<file path="config.mk">
export PLATFORM = sky130hd
export DESIGN_NAME = keypad_test_ctrl
export DESIGN_NICKNAME = d
export VERILOG_FILES = /design/src/rtl/keypad_pkg.sv /design/src/rtl/keypad_test_ctrl_lfsr8.sv /design/src/rtl/keypad_test_ctrl.sv
export SDC_FILE = /design/constraint.sdc
export NUM_CORES = 1
export LEC_CHECK = 0
export CAP_MARGIN = 20
export CORE_MARGIN = 2
export CORE_UTILIZATION = 63
export DETAILED_ROUTE_END_ITERATION = 16
export DONT_BUFFER_PORTS = 1
export GPL_ROUTABILITY_DRIVEN = 0
export HOLD_SLACK_MARGIN = 0.08
export PLACE_DENSITY = 0.79
export SKIP_CTS_REPAIR_TIMING = 1
export SLEW_MARGIN = 15
export SYNTH_ARGS = -nofsm -noshare
export SYNTH_HDL_FRONTEND = slang
export SYNTH_SLANG_ARGS = --single-unit
</file>
<file path="constraint.sdc">
create_clock -name clk -period 2.6 [get_ports clk]
set_input_delay 0.52 -clock clk [delete_from_list [all_inputs] [get_ports clk]]
set_output_delay 0.52 -clock clk [all_outputs]
set_load 0.03 [all_outputs]
</file>
<file path="src/rtl/keypad_pkg.sv">
// keypad_pkg
//   Shared definitions for the keypad typing-test controller:
//   FSM state encoding, the start key code, score counter width and
//   ceiling, and the LFSR / saturating-counter helper functions.
package keypad_pkg;

   typedef enum logic [1:0] {
      ST_IDLE = 2'd0,
      ST_RUN  = 2'd1,
      ST_DONE = 2'd2
   } state_t;

   localparam logic [3:0] KEY_START = 4'hF;

   localparam int              CNT_W   = 10;
   localparam logic [CNT_W-1:0] CNT_MAX = 10'd1023;

   // Fibonacci step for x^8+x^6+x^5+x^4+1 (taps on bits 7,5,4,3).
   function automatic logic [7:0] lfsr_next(input logic [7:0] v);
      return {v[6:0], v[7] ^ v[5] ^ v[4] ^ v[3]};
   endfunction

   // Increment that sticks at CNT_MAX.
   function automatic logic [CNT_W-1:0] sat_inc(input logic [CNT_W-1:0] v);
      return (v == CNT_MAX) ? v : v + CNT_W'(1);
   endfunction

endpackage

</file>
<file path="src/rtl/keypad_test_ctrl_lfsr8.sv">
// lfsr8
//   8-bit Fibonacci LFSR producing the pseudo-random target digit.
//   Only rst reloads the seed, so successive tests continue the sequence.
// Ports:
//   clk  in  1 : system clock
//   rst  in  1 : synchronous active-high reset, loads SEED
//   step in  1 : advance one step this cycle
//   q    out 8 : current LFSR value
module lfsr8
   import keypad_pkg::*;
#(
   parameter logic [7:0] SEED = 8'hA5
) (
   input  logic       clk,
   input  logic       rst,
   input  logic       step,
   output logic [7:0] q
);

   always_ff @(posedge clk) begin
      if (rst) begin
         q <= SEED;
      end else if (step) begin
         q <= lfsr_next(q);
      end
   end

endmodule

</file>
<file path="src/rtl/keypad_test_ctrl.sv">
// keypad_test_ctrl
//   Sequences a timed typing test around a 4x4 keypad decoder. Each
//   rising edge of key_valid is one key event. In IDLE the start key
//   (4'hF) clears the scores and starts a countdown of TEST_MS ms; in RUN
//   each event is scored against the target digit; when the countdown
//   reaches zero the block sits in DONE until the start key returns it
//   to IDLE, where the last result stays visible.
// Ports:
//   clk         in  1  : system clock
//   rst         in  1  : synchronous active-high reset
//   key_valid   in  1  : decoder button_pressed level
//   key_code    in  4  : decoder dec_out
//   target      out 4  : digit to press (low nibble of the LFSR)
//   correct_cnt out 10 : hits, saturating
//   error_cnt   out 10 : misses, saturating
//   ms_left     out 16 : remaining test time in ms
//   state       out 2  : IDLE=0, RUN=1, DONE=2
//   hit         out 1  : one-cycle pulse on a correct key
//   miss        out 1  : one-cycle pulse on a wrong key
//   done        out 1  : high while in DONE
module keypad_test_ctrl
   import keypad_pkg::*;
#(
   parameter int         TICK_CYCLES = 100_000,
   parameter int         TEST_MS     = 30_000,
   parameter logic [7:0] LFSR_SEED   = 8'hA5
) (
   input  logic             clk,
   input  logic             rst,
   input  logic             key_valid,
   input  logic [3:0]       key_code,
   output logic [3:0]       target,
   output logic [CNT_W-1:0] correct_cnt,
   output logic [CNT_W-1:0] error_cnt,
   output logic [15:0]      ms_left,
   output logic [1:0]       state,
   output logic             hit,
   output logic             miss,
   output logic             done
);

   localparam int             PW         = (TICK_CYCLES > 1) ? $clog2(TICK_CYCLES) : 1;
   localparam logic [PW-1:0]  PRESC_LAST = PW'(TICK_CYCLES - 1);
   localparam logic [15:0]    MS_INIT    = 16'(TEST_MS);

   state_t        state_r;
   logic          key_valid_q;
   logic          key_event;
   logic [PW-1:0] presc;
   logic          lfsr_step;
   logic [3:0]    lfsr_lo;
   logic [3:0]    lfsr_hi_unused;  // upper bits only feed the shift register

   // Key input protocol: key_valid is a level with no back-pressure. A key
   // event is the cycle key_valid rises; key_code is taken in that same
   // cycle. Holding the key or releasing it produces no further events, so
   // the decoder's release code is never scored.
   assign key_event = key_valid & ~key_valid_q;

   // Only a correct key during RUN moves the target on.
   assign lfsr_step = (state_r == ST_RUN) && key_event && (key_code == lfsr_lo);

   lfsr8 #(
      .SEED (LFSR_SEED)
   ) u_lfsr (
      .clk  (clk),
      .rst  (rst),
      .step (lfsr_step),
      .q    ({lfsr_hi_unused, lfsr_lo})
   );

   assign target = lfsr_lo;
   assign state  = state_r;

   always_ff @(posedge clk) begin
      if (rst) begin
         state_r     <= ST_IDLE;
         key_valid_q <= 1'b0;
         presc       <= '0;
         correct_cnt <= '0;
         error_cnt   <= '0;
         ms_left     <= MS_INIT;
         hit         <= 1'b0;
         miss        <= 1'b0;
         done        <= 1'b0;
      end else begin
         key_valid_q <= key_valid;
         hit         <= 1'b0;
         miss        <= 1'b0;

         case (state_r)
            ST_IDLE: begin
               // Start key is consumed here and never scored.
               if (key_event && key_code == KEY_START) begin
                  correct_cnt <= '0;
                  error_cnt   <= '0;
                  ms_left     <= MS_INIT;
                  presc       <= '0;
                  state_r     <= ST_RUN;
               end
            end

            ST_RUN: begin
               // Scoring and the countdown are independent, so a key landing
               // on the final tick is still scored as DONE is entered.
               if (key_event) begin
                  if (key_code == lfsr_lo) begin
                     hit         <= 1'b1;
                     correct_cnt <= sat_inc(correct_cnt);
                  end else begin
                     miss        <= 1'b1;
                     error_cnt   <= sat_inc(error_cnt);
                  end
               end

               if (presc == PRESC_LAST) begin
                  presc   <= '0;
                  ms_left <= ms_left - 16'd1;
                  if (ms_left == 16'd1) begin
                     state_r <= ST_DONE;
                     done    <= 1'b1;
                  end
               end else begin
                  presc <= presc + PW'(1);
               end
            end

            ST_DONE: begin
               ms_left <= '0;
               // Start key only acknowledges the result; a new test needs
               // a second start press from IDLE.
               if (key_event && key_code == KEY_START) begin
                  state_r <= ST_IDLE;
                  done    <= 1'b0;
               end
            end

            default: begin
               state_r <= ST_IDLE;
               done    <= 1'b0;
            end
         endcase
      end
   end

endmodule

</file>
==> metrics.csv, run 1 <==
stage;metric;value;unit
synth;Net Count, Synth;445;
sta;post-route setup TNS;0;ns
sta;final setup vio count;0;
status;status;finished, final reports clean;
drt;DRC Markers;0;
synth;#FFs+latches synth;67;
sta;f_max;429;MHz
sta;Hold Fails Final Rpt;0;
grt;vias in the first global route;3052;
sta;setup ws final;0.267;ns
drt;vias post-DR;3278;
cells_and_area;Final Instance Count excl. Fillers;520;
cells_and_area;final core utilization;0.713;
setup_path;worst path cell trace;inv_1, ha_1, nor4b_2, nand3_1, o41ai_2, a21oi_1, or3_1;
sta;Min Hold Slack;0.241;ns
drt;wire per inst;16.3;µm
sta;Final Skew;0.00712;ns
power;Leakage;1.43;nW
drt;DRT antenna net count;0;
grt;largest net degree at the start of global routing;26;
setup_path;Critical Path RT;2.82;ns
clock_network;clk sinks;67;
drt;drt pass-1 iters;5;
floorplanning;Die X;79.8;µm
clock_network;Clock Latency Late Sink;0.34;ns
synth;Synth Area per Inst;8.43;µm²
grt;global-route wire length before repair;14000;µm
cells_and_area;Area growth, synth to finish;9.13;%
synth;Post-synth EDFFs;0;
drt;Initial DRC Count;209;
grt;initial antenna violation count;0;
power;Tot Pwr;2.16;mW
clock_network;Max clock buf depth;2;
placed_design;Post-Place Cells;505;
setup_path;R2R cell count;7;
grt;Total GRT Usage;0.276;
sta;Final Cycle Share;0.897;
sta;Final Max Slew Viols;0;
cells_and_area;share of layout cells above drive strength 1;0.121;
synth;synthesized area;3620;µm²
cells_and_area;post-route cell area;3950;µm²
sta;RSZ-0062 raised after global routing;no;
cells_and_area;Fill cells;423;
synth;ys flop type;dfxtp_1;
placed_design;Detail Placement HPWL;5860;µm
drt;final WL;8460;µm
synth;post-synth cell types;62;
setup_path;Critical R2R Launch;ms_left[0]$_SDFFE_PP0P_;
floorplanning;DIE AREA;6360;µm²
grt;GR Overflow Total;0;
synth;yosys warns;0;
setup_path;RR Endpoint;ms_left[12]$_SDFFE_PP1P_;
cells_and_area;# diodes;0;
power;PwrDens;547;nW/µm²
setup_path;critical path buffer and inverter count;1;
synth;Post-Syn Instances;429;
job;Max Cap Violations;0;
placed_design;DP Area;3770;µm²
floorplanning;Placeable Area;5540;µm²
sta;worst slew pin tran;0.707;ns
synth;ys async rst share;0;
hold_path;WHS Endpoint;u_lfsr.q[4]$_SDFFE_PP0P_;
setup_path;Top delay family on crit path;simple AND/OR/NAND/NOR gates;
floorplanning;Starting Density;0.653;
hold_path;HP Class;in -> reg;
power;Max IR drop VDD;0.429;mV
setup_path;CP max stage delay;0.51;ns
cells_and_area;fin nets;460;
hold_path;hold path depth;1;
clock_network;H-Tree Depth;3;
clock_network;Root Buffer;clkbuf_8;
hold_path;hold_sp;rst;
setup_path;Crit-path slowest cell;nor4b_2;
sta;Rel. slew slack;0.527;
setup_path;Worst Setup End Kind;register;
floorplanning;Row Count;27;
drt;Vias/cell;6.30;
setup_path;startpoint types;register;
sta;post-layout min period;2.33;ns
clock_network;Clk pin slew, worst setup/hold paths;0.07;ns
setup_path;critical path fanouts, max;6;
placed_design;Place WS;0.347;ns
setup_path;Worst Path Arrival;2.55;ns
placed_design;number of port buffers;0;
setup_path;critical path class;reg -> reg;
setup_path;CP Launch Point;ms_left[0]$_SDFFE_PP0P_;
floorplanning;I/O pin total;52;
synth;sequential cell area fraction in the yosys report;0.371;
floorplanning;die height;79.8;µm
clock_network;total CTS buffers;9;
clock_network;TritonCTS clock tree;built;
setup_path;r2r setup slk;0.27;ns
[cell usage after synthesis, types with 2 or more instances]
master	number	share of area
a31oi_1	5	0.0086
clkbuf_1	6	0.0062
a41oi_1	3	0.0073
o21ai_0	24	0.033
nor4b_4	2	0.013
nor4_2	2	0.0069
buf_4	5	0.010
or3_1	2	0.0035
and4_1	7	0.017
nand2_1	47	0.049
nor2_1	47	0.049
inv_1	11	0.011
xor2_1	11	0.027
a22o_1	7	0.017
a41o_1	2	0.0055
nand4_2	2	0.0069
a21oi_1	21	0.029
and3_1	10	0.017
mux2i_1	4	0.011
buf_2	3	0.0041
dfxtp_1	67	0.37
nor4_1	8	0.014
ha_1	9	0.031
o21ai_2	2	0.0048
nand3_1	20	0.028
o31a_1	2	0.0048
o211ai_1	3	0.0062
nor3_1	16	0.022
nor2b_1	4	0.0069
a211oi_1	4	0.0083
and2_1	4	0.0069
nand2b_1	3	0.0052
xnor2_1	20	0.048
nand4_1	16	0.028
o31ai_1	3	0.0062
[flip-flops by register name, indices dropped and copies added (netlist names)]
name,cells
miss,1
u_lfsr.q,8
ms_left,16
done,1
correct_cnt,10
state,2
hit,1
presc,17
key_valid_q,1
error_cnt,10
[cells in the final DEF (no fill, tap or decap), types with 4 or more instances in the layout]
cell      instances
xnor2_1          20
inv_1            11
and2_1            4
a22o_1            7
a21oi_1          21
o21ai_0          24
and3_1           10
nand4_1          16
nand2_1          47
nor2b_1           4
clkinv_2          4
nor3_1           16
buf_4            20
nor2_1           47
and4_1            7
dfxtp_1          67
mux2i_1           4
clkbuf_8          9
nand3_1          20
ha_1              9
a211oi_1          4
xor2_1           11
a31oi_1           5
nor4_1            8
[worst max-delay path by stage]
stage	cells past startpoint	endpoint
2_1_floorplan	9	correct_cnt[2]$_SDFFE_PP0P_
3_3_place_gp	7	ms_left[12]$_SDFFE_PP1P_
3_5_place_dp	7	ms_left[12]$_SDFFE_PP1P_
4_1_cts	7	ms_left[12]$_SDFFE_PP1P_
5_1_grt	7	ms_left[12]$_SDFFE_PP1P_
6_report	7	ms_left[12]$_SDFFE_PP1P_
[cells by family after synthesis]
family	count (synthesis)	share of synthesized area
simple gates	200	0.299
buf+inv	28	0.0377
xor+xnor	31	0.0751
flops	67	0.371
fa+ha+maj	9	0.0311
mux	4	0.0111
compound gates	90	0.175
[final cells by class]
type | instances | area (µm²) | area share
clock buffer | 9 | 124 | 0.0314
sequential | 67 | 1340 | 0.340
multi-input combinational | 334 | 2140 | 0.542
inverter | 12 | 45.0 | 0.0114
tap | 72 | 90.1 | 0.0228
clock inverter | 6 | 57.6 | 0.0146
timing repair buffer | 20 | 150 | 0.0380
[power breakdown]
| group | switching (mW) | internal (mW) |
|---|---|---|
| combinational | 0.169 | 0.0817 |
| sequential | 0.0442 | 1.04 |
| clock | 0.391 | 0.430 |
[metal layers]
metal / GRT usage / vias to the layer above / routed length (µm)
li1: - / 1600 / -
met1: 0.347 / 1516 / 3690
met2: 0.453 / 144 / 3960
met3: 0.0894 / 18 / 682
met4: 0.0831 / 0 / 127
met5: 0 / - / 0
[worst register-to-register path, delay by kind of cell, from the launching register on]
kind	cells	cell delay [ns]
AND/OR/NAND/NOR	3	1.07
flip-flops	1	0.45
AO/OA/AOI/OAI	2	0.34
adder cells (fa/ha/maj)	1	0.21
buffers and inverters	1	0.14
Note: power is estimated with default switching activity, not from simulation.
==> run 2, diff against run 1 <==
--- a/config.mk
+++ b/config.mk
@@ -7,12 +7,11 @@
 export LEC_CHECK = 0
 export CAP_MARGIN = 20
 export CORE_MARGIN = 2
-export CORE_UTILIZATION = 63
+export CORE_UTILIZATION = 55
 export DETAILED_ROUTE_END_ITERATION = 16
 export DONT_BUFFER_PORTS = 1
-export GPL_ROUTABILITY_DRIVEN = 0
 export HOLD_SLACK_MARGIN = 0.08
-export PLACE_DENSITY = 0.79
+export PLACE_DENSITY = 0.7
 export SKIP_CTS_REPAIR_TIMING = 1
 export SLEW_MARGIN = 15
 export SYNTH_ARGS = -nofsm -noshare
==> metrics.csv, run 2 (synthesized netlist as in run 1, its figures left out) <==
stage;metric;value;unit
status;status;finished, final reports clean;
sta;Final Skew;0.0105;ns
clock_network;H-Tree Depth;3;
grt;largest net degree at the start of global routing;23;
grt;global-route wire length before repair;14600;µm
setup_path;startpoint types;register;
drt;Initial DRC Count;163;
sta;Final Max Slew Viols;0;
setup_path;critical path class;reg -> reg;
drt;DRC Markers;0;
floorplanning;Die X;85.1;µm
cells_and_area;Fill cells;559;
sta;Final Cycle Share;0.912;
drt;DRT antenna net count;0;
drt;drt pass-1 iters;5;
sta;Rel. slew slack;0.526;
clock_network;Root Buffer;clkbuf_8;
setup_path;Critical Path RT;2.82;ns
sta;worst slew pin tran;0.709;ns
cells_and_area;Area growth, synth to finish;9.65;%
placed_design;Detail Placement HPWL;6130;µm
sta;post-route setup TNS;0;ns
cells_and_area;commonest non-fill, non-tap cell in the layout;dfxtp_1;
floorplanning;I/O pin total;52;
drt;vias post-DR;3235;
floorplanning;Row Count;29;
setup_path;CP max stage delay;0.50;ns
drt;Vias/cell;6.16;
cells_and_area;Biggest register;presc;
job;Max Cap Violations;0;
placed_design;number of port buffers;0;
power;Leakage;1.43;nW
cells_and_area;Sequential Area;1340;µm²
cells_and_area;# diodes;0;
cells_and_area;most frequent cells in the layout;dfxtp_1, nand2_1, nor2_1;
sta;RSZ-0062 raised after global routing;no;
sta;post-layout min period;2.37;ns
clock_network;Clock Latency Late Sink;0.34;ns
cells_and_area;fin nets;459;
floorplanning;Starting Density;0.570;
clock_network;Clk pin slew, worst setup/hold paths;0.08;ns
placed_design;RD Place Congestion;0.881;
drt;final WL;8560;µm
setup_path;critical path fanouts, max;6;
hold_path;HP Class;in -> reg;
floorplanning;DIE AREA;7240;µm²
drt;wire per inst;16.3;µm
grt;Total GRT Usage;0.246;
setup_path;Worst Path Arrival;2.59;ns
cells_and_area;final core utilization;0.625;
cells_and_area;max reg flops;17;
cells_and_area;Multi-input gate area;2140;µm²
setup_path;Worst Setup End Kind;register;
grt;vias in the first global route;3109;
grt;initial antenna violation count;0;
clock_network;clk sinks;67;
floorplanning;Placeable Area;6350;µm²
sta;final setup vio count;0;
floorplanning;die height;85.1;µm
clock_network;Max clock buf depth;2;
cells_and_area;largest registers;presc x17, ms_left x16;
power;PwrDens;556;nW/µm²
clock_network;total CTS buffers;9;
clock_network;TritonCTS clock tree;built;
power;Max IR drop VDD;0.313;mV
sta;Hold Fails Final Rpt;0;
sta;f_max;422;MHz
cells_and_area;share of layout cells above drive strength 1;0.121;
grt;GR Overflow Total;0;
setup_path;r2r setup slk;0.23;ns
setup_path;worst path cell trace;inv_1, ha_1, nor4b_2, nand3_1, o41ai_2, a21oi_1, or3_1;
setup_path;Crit-path slowest cell;nor4b_2;
-- run 2: changes by cell type in the layout (fill, tap and decap cells not counted), sizes merged --
cell / change
buf: -1
clkbuf: +1
clkinvlp: +1
clkinv: -2
inv: +1
-- run 2: report_power, final --
| part | total, mW | switching [mW] | internal (mW) |
|---|---|---|---|
| clock network | 0.879 | 0.410 | 0.469 |
| registers | 1.09 | 0.0445 | 1.04 |
| logic | 0.242 | 0.162 | 0.0792 |
| total | 2.21 | 0.617 | 1.59 |
-- run 2: worst max-delay path: cells and delay by family, from the launching register on --
kind	cells	cell delay, ns
AND/OR/NAND/NOR	3	1.06
adder cells (fa/ha/maj)	1	0.22
flip-flops	1	0.46
buffers and inverters	1	0.14
AO/OA/AOI/OAI	2	0.37
-- run 2: cell type report --
| type | instances | area share |
|---|---|---|
| inverter | 12 | 0.0114 |
| clock inverter | 6 | 0.0161 |
| multi-input combinational | 334 | 0.539 |
| tap | 77 | 0.0243 |
| timing repair buffer | 19 | 0.0360 |
| sequential | 67 | 0.338 |
| clock buffer | 10 | 0.0347 |
-- run 2: path summary, 6_finish.rpt --
kind	startpoint	endpoint	depth (start not counted)
max reg2reg	ms_left[0]$_SDFFE_PP0P_	ms_left[12]$_SDFFE_PP1P_	7
min reg2reg	u_lfsr.q[6]$_SDFFE_PP0P_	u_lfsr.q[7]$_SDFFE_PP1P_	2
min	rst	u_lfsr.q[4]$_SDFFE_PP0P_	1
max	ms_left[0]$_SDFFE_PP0P_	ms_left[12]$_SDFFE_PP1P_	7
-- run 2: per-layer routing --
layer  part of all wire  wire (µm)  track usage  vias up
met5                  0          0            0        -
met4              0.025        217        0.115        0
met3              0.062        527       0.0584       21
met2               0.47       4030        0.400      102
met1               0.44       3790        0.309     1510
li1                   -          -            -     1602
-- run 2: metrics by stage --
step	instances	total power, mW	area (µm²)	hold slack [ns]	setup WS [ns]
2_1_floorplan	429	1.30	3620	0.440	0.366
3_3_place_gp	509	1.34	3760	0.449	0.341
3_5_place_dp	509	1.35	3760	0.462	0.308
4_1_cts	525	2.23	3970	0.222	0.286
5_1_grt	525	2.31	3970	0.221	0.0617
6_report	525	2.21	3970	0.233	0.228
